**src/rtl/sv_bus_str2bus_demux_pkg.sv**
```systemverilog
// Shared bus constants and types for the stream-to-bus demux.
// Provides default address/data widths and the beats-per-packet helper.
package package_bus;

    localparam int AW_DEF = 32;
    localparam int DW_DEF = 32;

    typedef struct packed {
        logic [AW_DEF-1:0] adr;
        logic [DW_DEF-1:0] dat;
    } t_bus;

    // Number of stream beats needed to fill one {adr,dat} packet.
    function automatic int beats(input int aw, input int dw, input int sw);
        return (aw + dw) / sw;
    endfunction

endpackage

```
**src/rtl/sv_bus_str2bus_demux_fifo.sv**
```systemverilog
// Packet FIFO (sv_bus_fifo) used as the output queue of sv_bus_str2bus_demux.
// Show-ahead read: rdat always presents the oldest entry.
module sv_bus_fifo
    import package_bus::*;
#(
    parameter int width = 64,
    parameter int depth = 2
) (
    input  logic                         clk,
    input  logic                         rst,
    input  logic                         push,
    input  logic                         pop,
    input  logic [width-1:0]             wdat,
    output logic [width-1:0]             rdat,
    output logic [$clog2(depth+1)-1:0]   lvl
);

    localparam int PW = (depth > 1) ? $clog2(depth) : 1;
    localparam int LW = $clog2(depth + 1);

    logic [width-1:0] mem [depth];
    logic [PW-1:0]    wr_ptr;
    logic [PW-1:0]    rd_ptr;
    logic             do_push;
    logic             do_pop;

    function automatic logic [PW-1:0] next_ptr(input logic [PW-1:0] p);
        return (p == PW'(depth - 1)) ? '0 : p + PW'(1);
    endfunction

    assign do_pop  = pop & (lvl != '0);
    assign do_push = push & ((lvl != LW'(depth)) | do_pop);
    assign rdat    = mem[rd_ptr];

    always_ff @(posedge clk or posedge rst) begin
        if (rst) begin
            wr_ptr <= '0;
            rd_ptr <= '0;
            lvl    <= '0;
        end else begin
            if (do_push) wr_ptr <= next_ptr(wr_ptr);
            if (do_pop)  rd_ptr <= next_ptr(rd_ptr);
            case ({do_push, do_pop})
                2'b10:   lvl <= lvl + LW'(1);
                2'b01:   lvl <= lvl - LW'(1);
                default: lvl <= lvl;
            endcase
        end
    end

    // NOTE: storage is not reset; validity is tracked by lvl and the pointers only.
    always_ff @(posedge clk) begin
        if (do_push) mem[wr_ptr] <= wdat;
    end

endmodule

```
**src/rtl/sv_bus_str2bus_demux.sv**
```systemverilog
// Assembles SW-bit stream beats into {adr,dat} packets and queues them for the bus.
// Optional framing check on str_lst is compiled in with SV_BUS_STR2BUS_FRAME_EN.
module sv_bus_str2bus_demux
    import package_bus::*;
#(
    parameter int SW = 8,
    parameter int AW = AW_DEF,
    parameter int DW = DW_DEF,
    parameter int FD = 2
) (
    input  logic                      clk,
    input  logic                      rst,
    input  logic                      str_vld,
    input  logic [SW-1:0]             str_bus,
    input  logic                      str_lst,
    output logic                      str_rdy,
    output logic                      bus_vld,
    output logic [AW-1:0]             bus_adr,
    output logic [DW-1:0]             bus_dat,
    input  logic                      bus_rdy,
    output logic [$clog2(FD+1)-1:0]   bus_lvl,
    output logic                      err
);

    localparam int N  = beats(AW, DW, SW);
    localparam int PW = AW + DW;
    localparam int CW = $clog2(N);
    localparam int LW = $clog2(FD + 1);

    logic [CW-1:0] cnt;
    logic [PW-1:0] pkt;
    logic [PW-1:0] head;
    logic          push_q;
    logic          last_beat;
    logic          str_trn;
    logic          bus_trn;
    logic          frame_bad;

    assign last_beat = (cnt == CW'(N - 1));
    assign bus_vld   = (bus_lvl != '0);
    assign bus_trn   = bus_vld & bus_rdy;
    // The last beat may only enter when its packet is guaranteed a FIFO slot.
    assign str_rdy   = ~last_beat | (bus_lvl < LW'(FD)) | bus_trn;
    assign str_trn   = str_vld & str_rdy;

`ifdef SV_BUS_STR2BUS_FRAME_EN
    assign frame_bad = str_trn & (str_lst != last_beat);
`else
    logic unused_lst;
    assign unused_lst = str_lst;
    assign frame_bad  = 1'b0;
`endif

    // NOTE: sequential state uses non-blocking assignments so every flop samples pre-edge values.
    always_ff @(posedge clk or posedge rst) begin
        if (rst) begin
            cnt    <= '0;
            push_q <= 1'b0;
            err    <= 1'b0;
        end else begin
            push_q <= str_trn & last_beat & ~frame_bad;
            err    <= frame_bad;
            if (str_trn) cnt <= (last_beat | frame_bad) ? '0 : cnt + CW'(1);
        end
    end

    always_ff @(posedge clk) begin
        if (str_trn) pkt[cnt*SW +: SW] <= str_bus;
    end

    sv_bus_fifo #(
        .width (PW),
        .depth (FD)
    ) u_fifo (
        .clk  (clk),
        .rst  (rst),
        .push (push_q),
        .pop  (bus_trn),
        .wdat (pkt),
        .rdat (head),
        .lvl  (bus_lvl)
    );

    assign {bus_adr, bus_dat} = head;

endmodule
```
**config.mk**
```make
export PLATFORM = sky130hd
export DESIGN_NAME = sv_bus_str2bus_demux
export DESIGN_NICKNAME = d
export VERILOG_FILES = /design/src/rtl/sv_bus_str2bus_demux_pkg.sv /design/src/rtl/sv_bus_str2bus_demux_fifo.sv /design/src/rtl/sv_bus_str2bus_demux.sv
export SDC_FILE = /design/constraint.sdc
export NUM_CORES = 1
export LEC_CHECK = 0
export CORE_ASPECT_RATIO = 0.75
export CORE_MARGIN = 10
export CORE_UTILIZATION = 40
export CTS_CLUSTER_DIAMETER = 200
export DETAILED_ROUTE_END_ITERATION = 6
export GPL_TIMING_DRIVEN = 0
export PLACE_DENSITY = 0.63
export SYNTH_ARGS = -nofsm -noshare
export SYNTH_HDL_FRONTEND = slang
export SYNTH_SLANG_ARGS = --single-unit
```
**constraint.sdc**
```tcl
create_clock -name clk -period 8.6 [get_ports clk]
set_input_delay 2.58 -clock clk [delete_from_list [all_inputs] [get_ports clk]]
set_output_delay 2.58 -clock clk [all_outputs]
set_load 0.005 [all_outputs]
```
======== Yosys cells after proc, flatten, opt, wreduce, memory -nomap -nowiden ========
Memory sizes are Yosys's and may differ from the RTL's.
Cells that the tools add are included.
cells by class
  $add $sub $neg .......................... 6
  multipliers ............................. 0
  divide/modulo/power cells ............... 0
  magnitude comparators ................... 1
  equal/unequal tests ..................... 4
  shifts and indexed selects .............. 2
  muxes and demuxes ....................... 7
  bitwise operators ....................... 9
  reductions and logical operators ........ 2
operators by type and width
  kind                       number
  $bwmux W64                 1
  $shift A8 B34 Y64 const A  1
  $shiftx A8 B34 Y64         1
  $neg A6 Y34                1
  $and A1 B1 Y1              5
  $mux W1                    4
  $pmux W2 S2                1
  $reduce_bool A2 Y1         2
  $add A3 B1 Y3 const B      1
  $eq A3 B3 Y1 const B       1
  $mux W3                    1
  $or A1 B1 Y1               3
  $add A1 B1 Y1 const B      2
  $add A2 B1 Y2 const B      1
  $eq A2 B1 Y1 const B       1
  $eq A2 B2 Y1 const B       1
  $lt A2 B2 Y1 const B       1
  $ne A2 B2 Y1 const B       1
  $sub A2 B1 Y2 const B      1
  $not A1 Y1                 1
storage, ports and cells
  bits in registers ....................... 72
  latch bits .............................. 0
  RAM bits ................................ 128
  memory bits (read-only) ................. 0
  input port bits ......................... 13
  output and inout port bits .............. 69
  word-level logic and storage cells ...... 38
  memories kept ........................... 1
memory list
  name        depth  width  read ports  clocked after memory_dff  wr ports  line                             text
  u_fifo.mem  2      64     1           0                         1         sv_bus_str2bus_demux_fifo.sv:21  logic [width-1:0] mem [depth];

======== Depth between registers and ports, before layout ========
Gate-level depths: netlist of the first run.
  depth after elaboration ................. 7
  depth in mapped cells ................... 9
  gate-level depth less buffers ........... 6

======== Modules after synthesis ========
From an unflattened synthesis of the first run, not the netlist that was laid out.
unflattened totals
  cells, all modules ...................... 420
  area, all modules ....................... 7542.2 µm²
modules (own cells, without submodules)
  module                instances  cells an instance  area an instance (µm²)  seq. area each (µm²)
  sv_bus_fifo           1          222                4849.7                  3943.8
  sv_bus_str2bus_demux  1          198                2692.6                  2021.9

======== Worst setup path after synthesis of the first run ========
OpenSTA, ideal clock, no wires.
  kind .................................... input -> register
  start ................................... input bus_rdy
  end ..................................... memory u_fifo.mem[0][0] (enable)
  library setup time ...................... 486 ps
  arrival time ............................ 5363 ps
  required time ........................... 8114 ps
  setup slack ............................. 2750 ps
  stages .................................. 2
  path buffers ............................ 0
  cell sequence ........................... o31ai_1 > nor2_1
on the way
  cells in the longest elaborated chain, start to end .. 6
ends and longest elaborated chain
  item                           line                             text
  start: declaration             sv_bus_str2bus_demux.sv:20       input logic bus_rdy,
  $and A1 B1 Y1                  sv_bus_str2bus_demux.sv:41       assign bus_trn = bus_vld & bus_rdy;
  $and A1 B1 Y1                  sv_bus_str2bus_demux_fifo.sv:31  assign do_pop = pop & (lvl != '0);
  $or A1 B1 Y1                   sv_bus_str2bus_demux_fifo.sv:32  assign do_push = push & ((lvl != LW'(depth)) | do_pop);
  $and A1 B1 Y1                  sv_bus_str2bus_demux_fifo.sv:32
  $mux W1                        sv_bus_str2bus_demux_fifo.sv:53  if (do_push) mem[wr_ptr] <= wdat;
  $mux W1 (not written as such)  sv_bus_str2bus_demux_fifo.sv:53
  end: declaration               sv_bus_str2bus_demux_fifo.sv:21
No other way between the ends.

======== Final worst setup path of the first run ========
  start ................................... input bus_rdy
  end ..................................... output str_rdy
on the way
  cells in the longest elaborated chain, start to end .. 2
ends and longest elaborated chain
  item              line                        text
  $and A1 B1 Y1     sv_bus_str2bus_demux.sv:41
  $or A1 B1 Y1      sv_bus_str2bus_demux.sv:43  assign str_rdy = ~last_beat | (bus_lvl < LW'(FD)) | bus_trn;
  end: declaration  sv_bus_str2bus_demux.sv:16  output logic str_rdy,
No other way between the ends.

==> impl_metrics.toml, run 1 <==
[synthesis]
ys_ff_latch = 200
yosys.area_share.adder = 0.0114
async_flop_share = 0.0400
synth_edf_count = 192
ys_types = 34
muxShareOfSynthArea = 0.0968
synth_area_leaders = "edfxtp_1 (75%), mux2_2 (9.5%), and2_1 (3.7%), dfrtp_1 (2.6%), ha_1 (1.1%)"
synth_xor_area_frac = 0.00228
ys.flop_type = "edfxtp_1"
synth-compound-area-share = 0.00604
avgSynthCellArea_um2 = 18.5
yosys.area.top_type = "edfxtp_1"
synth_top_family_by_area = "multiplexers"
yosys_warnings = 0
synth_cells = 415
synth_nets = 435
ys_seq_area_frac = 0.778
synth_area_mm2 = 0.00767
synthSimpleGateAreaFrac = 0.0878
synth.top_cell.area_share = 0.752

[global_route]
grt.total_usage = 0.116
grt_pass1_wl_mm = 22.5
antenna_found_initial = 2
grt_max_degree = 33
overflow = 0
grt_pass1_vias = 3966

[route]
drc = 0
viasPerCell = 4.84
via_count = 3779
first_pass_iters = 5
wl_per_cell_um = 18.8
routed_wl_mm = 14.7
ant_nets = 0
drt_iter0_drc = 221

[sta]
relSlewSlack = 0.139
period_share = 0.748
max_freq_ghz = 0.155
drv_slew = 0
tns_ns = 0
rsz0062_at_grt = "no"
fin_crit_ns = 6.44
fin_skew_ns = 0.0102
hold_violations = 0
setup_ws_ns = 2.16
finalSetupViolCount = 0
worst_pin_slew_ns = 1.28

[critical_path]
startpoint_type = "input pin"
path_delay_family = "buffers and inverters"
crit_buf_inv = 2
rr_worst_depth = 7
rr_startpoint = "cnt[0]"
critPathLaunch = "bus_rdy"
crit_fanout = 5
cp_num_cells = 3
worstPathRequired_ns = 6.02
cpMaxStageDelayCell = "clkdlybuf4s50_1"
path_cells = "clkdlybuf4s50_1 -> nand3b_1 -> clkdlybuf4s50_1"
cp_slowest_stage_delay_ns = 0.55
crit_type = "input pin to primary output"
crit_arrival_ns = 3.86
end_kind = "primary output"
critPathMostFrequentCell = "clkdlybuf4s50_1"

[floorplanning]
core_mm2 = 0.0187
die_w_um = 180
die_h_um = 140
num_rows = 43
die_area_mm2 = 0.0252
ioPinCount = 82
start_util = 0.411

[place]
dp_hpwl_mm = 9.93
place_worst_setup_slack_ns = 2.17
dpl_cell_area_mm2 = 0.00890
port_buffers = 79
gp_congestion = 0.803

[power]
p_leak_nw = 3.18
power_density_mw_per_mm2 = 297
irDropWorstVdd_uv = 152

[min_path]
hold_depth = 0
min_from = "pkt[26]"
min_path_type = "flop to flop"

[cts]
numCtsBuffers = 17
htree_levels = 4
cts_tree = "done"
clk_latency_ns = 0.42
hold_buffers = 0
clk_pin_slew_ns = 0.07
clockBufferDepth = 2
cts_setup_buffers = 0
cts_resized = 0
clkSinkCount = 200
cts-root-buf = "clkbuf_16"

[finish]
drive_gt1_frac = 0.242
insertedDiodeCount = 0
seq_area_mm2 = 0.00597
multi_input_area_mm2 = 0.00160
stdcell_area_mm2 = 0.00947
final_common_cell = "edfxtp_1"
num-fill-cells = 1533
area_growth_pct = 23.6
fin_nets = 540
layout_common_cells = "edfxtp_1 (192), clkdlybuf4s50_1 (79), mux2_2 (65)"

[job]
maxCapViolCount = 0

[outcome]
outcome = "finished clean"
## logic make-up (layout without fill, tap and decap cells)
| logic type | count (synthesis) | after routing |
|---|---|---|
| flip-flops | 200 | 200 |
| AND/OR/NAND/NOR | 107 | 107 |
| multiplexers | 66 | 66 |
| buffers and inverters | 25 | 143 |
| adder cells (fa/ha/maj) | 7 | 7 |
| AO/OA/AOI/OAI | 7 | 7 |
| XOR/XNOR | 2 | 2 |
| other | 1 | 1 |
## flip-flops by register name, indices dropped and copies added, names as in the netlist
signal / cells
u_fifo.mem: 128
pkt: 64
cnt: 3
u_fifo.lvl: 2
push_q: 1
u_fifo.rd_ptr: 1
u_fifo.wr_ptr: 1
## cells in the mapped netlist (2+ instances only)
library cell / number
nand3b_1: 2
xnor2_1: 2
inv_1: 9
and2_1: 45
nor4_4: 2
buf_4: 2
nor3_1: 8
and3_1: 6
dfrtp_1: 8
mux2_2: 65
edfxtp_1: 192
buf_6: 2
nor4b_1: 5
nor4_1: 4
a21oi_1: 3
nor2b_1: 3
nand2b_1: 4
or2_2: 2
buf_2: 11
nor2_1: 12
ha_1: 7
nand2_1: 9
## power by group
group | total [mW] | internal, mW | switching [mW]
Clock | 0.760 | 0.408 | 0.352
Combinational | 0.801 | 0.407 | 0.394
Sequential | 1.25 | 1.21 | 0.0466
Total | 2.81 | 2.02 | 0.793
## final timing paths
kind | to | slack (ns)
min in group asynchronous | u_fifo.lvl[1] | 2.41
max reg2reg | pkt[24] | 5.69
max | str_rdy | 2.16
max in group asynchronous | cnt[2] | 5.94
min reg2reg | u_fifo.mem[1][26] | 0.44
min | u_fifo.mem[1][26] | 0.44
## final cells by class
class / count / area share
timing repair buffer: 86 / 0.0943
multi-input combinational: 190 / 0.169
inverter: 9 / 0.00357
buffer: 16 / 0.0102
clock buffer: 18 / 0.0453
sequential: 200 / 0.630
tap: 247 / 0.0326
clock inverter: 14 / 0.0149
## worst register-to-register path, delay by kind of cell (launching register included)
kind	cells	cell delay (ns)
and+or+nand+nor	2	1.03
adders and majority gates	2	0.59
buffers and inverters	3	0.46
DFF	1	0.44
## stage by stage
stage,std cells,hold WS (ns),total power [mW],util
after floorplan,415,0.421,1.72,-
after global placement,741,0.423,2.06,0.470
after detailed placement,748,0.430,2.09,0.477
after CTS,780,0.441,2.85,0.507
after global routing,780,0.451,2.96,0.507
final,780,0.440,2.81,0.507
## layer usage
layer  vias up  wire (um)  track usage
li1       1778          -            -
met1      1897       6760        0.151
met2        98       6840        0.182
met3         6        936       0.0386
met4         0        114       0.0295
met5         -          0            0
No activity file was read; power rests on OpenSTA's default activity.
==> run 2: changes to the inputs <==
- PLACE_DENSITY: 0.63 -> 0.65
- clock period: 8.6 -> 5.6 ns (I/O delays scaled with it)
==> run 2 against run 1 <==
  * Clock power grew 57%
  * Non-clock buffer count decreased by 3
  * Sequential share of layout area is 0.058 points higher
  * Global-route usage rose by 0.39 points
  * Final cell count is 0.38% lower
  * Critical path type unchanged
  * Largest power group unchanged
==> impl_metrics.toml, run 2 (synthesis gave the netlist of run 1 again) <==
[route]
wl_per_cell_um = 19.3
viasPerCell = 4.84
ant_nets = 0
first_pass_iters = 4
via_count = 3760
routed_wl_mm = 15.0
drt_iter0_drc = 239
drc = 0

[place]
place_worst_setup_slack_ns = 0.975
gp_congestion = 0.754
dp_hpwl_mm = 10.2
port_buffers = 79

[critical_path]
rr_startpoint = "cnt[0]"
startpoint_type = "input pin"
worstPathRequired_ns = 3.92
r2r_slack_ns = 2.76
end_kind = "primary output"
path_cells = "clkdlybuf4s50_1 -> nand3b_1 -> clkdlybuf4s50_1"
rr_worst_depth = 7
cpMaxStageDelayCell = "clkdlybuf4s50_1"
timing.rr.end = "pkt[15]"
critPathMostFrequentCell = "clkdlybuf4s50_1"
crit_arrival_ns = 2.96
path_delay_family = "buffers and inverters"
crit_buf_inv = 2
cp_num_cells = 3
crit_type = "input pin to primary output"
crit_fanout = 5
cp_slowest_stage_delay_ns = 0.54

[power]
irDropWorstVdd_uv = 236
p_leak_nw = 3.16
power_density_mw_per_mm2 = 459

[finish]
insertedDiodeCount = 0
final_common_cell = "edfxtp_1"
fin_nets = 537
area_growth_pct = 23.5
largest_registers = "u_fifo.mem: 128 flops, pkt: 64 flops, cnt: 3 flops"
drive_gt1_frac = 0.238
regMostFlops = "u_fifo.mem"
layout_common_cells = "edfxtp_1 (192), clkdlybuf4s50_1 (79), mux2_2 (65)"
largest_reg_flops = 128

[global_route]
antenna_found_initial = 0
grt.total_usage = 0.120
grt_max_degree = 33
overflow = 0
grt_pass1_wl_mm = 23.2
grt_pass1_vias = 3973

[outcome]
outcome = "finished clean"

[sta]
hold_violations = 0
max_freq_ghz = 0.216
drv_slew = 0
hold_ws_ns = 0.449
setup_ws_ns = 0.961
fin_skew_ns = 0.00742
worst_pin_slew_ns = 1.17
finalSetupViolCount = 0
fin_crit_ns = 4.64
relSlewSlack = 0.216
rsz0062_at_grt = "no"
period_share = 0.828

[cts]
cts_setup_buffers = 0
clk_pin_slew_ns = 0.06
numCtsBuffers = 17
htree_levels = 4
cts_resized = 0
cts-root-buf = "clkbuf_16"
clkSinkCount = 200
hold_buffers = 0
cts_tree = "done"
clk_latency_ns = 0.43
clockBufferDepth = 2

[job]
maxCapViolCount = 0

[floorplanning]
start_util = 0.411
ioPinCount = 82
die_area_mm2 = 0.0252
num_rows = 43
core_mm2 = 0.0187
die_w_um = 180
die_h_um = 140

[min_path]
min_from = "pkt[62]"
hold_depth = 0
holdPathEnd = "u_fifo.mem[0][62]"
min_path_type = "flop to flop"
-- run 2: per-stage QoR --
stage | cell area (um2) | cells | power (mW) | TNS, ns | utilization
CTS | 9460 | 777 | 4.40 | 0 | 0.507
global route | 9460 | 777 | 4.56 | 0 | 0.507
finish | 9460 | 777 | 4.35 | 0 | 0.507
global placement | 8770 | 741 | 3.15 | -176.74 | 0.470
floorplan | 7670 | 415 | 2.63 | 0 | -
detailed placement | 8880 | 745 | 3.20 | 0 | 0.476
-- run 2: worst reg2reg max path: stages (launching register included) --
cell and delay (ns):
dfrtp_1 0.43, buf_6 0.18, inv_1 0.07, ha_1 0.22, ha_1 0.37, buf_4 0.22, nand2_1 0.07, nor3_1 0.88
-- run 2: layer usage --
| layer | share of wire | up-vias | GRT usage | wire (um) |
|---|---|---|---|---|
| li1 | - | 1764 | - | - |
| met1 | 0.44 | 1880 | 0.150 | 6640 |
| met2 | 0.47 | 111 | 0.187 | 7080 |
| met5 | 0 | - | 0 | 0 |
| met3 | 0.081 | 5 | 0.0471 | 1220 |
| met4 | 0.0047 | 0 | 0.0352 | 70 |
-- run 2: worst max path at each step --
stage	slack (ns)	startpoint	to
floorplan	0.65	bus_rdy	u_fifo.mem[0][0]
global placement	-1.39	bus_rdy	u_fifo.mem[1][43]
detailed placement	0.97	bus_rdy	str_rdy
CTS	0.97	bus_rdy	str_rdy
global route	0.91	bus_rdy	str_rdy
finish	0.96	bus_rdy	str_rdy
-- run 2: report_power, final --
part / switching, mW / internal [mW] / total, mW
clock: 0.531 / 0.661 / 1.19
combinational: 0.606 / 0.621 / 1.23
sequential: 0.0739 / 1.85 / 1.93
total: 1.21 / 3.13 / 4.35
-- run 2: cell type report --
cell class / count / area (um2)
clock inverter: 14 / 150
sequential: 200 / 5970
timing repair buffer: 83 / 871
clock buffer: 18 / 429
multi-input combinational: 190 / 1610
buffer: 16 / 96.3
tap: 247 / 309
fill: 1513 / 9210
inverter: 9 / 33.8
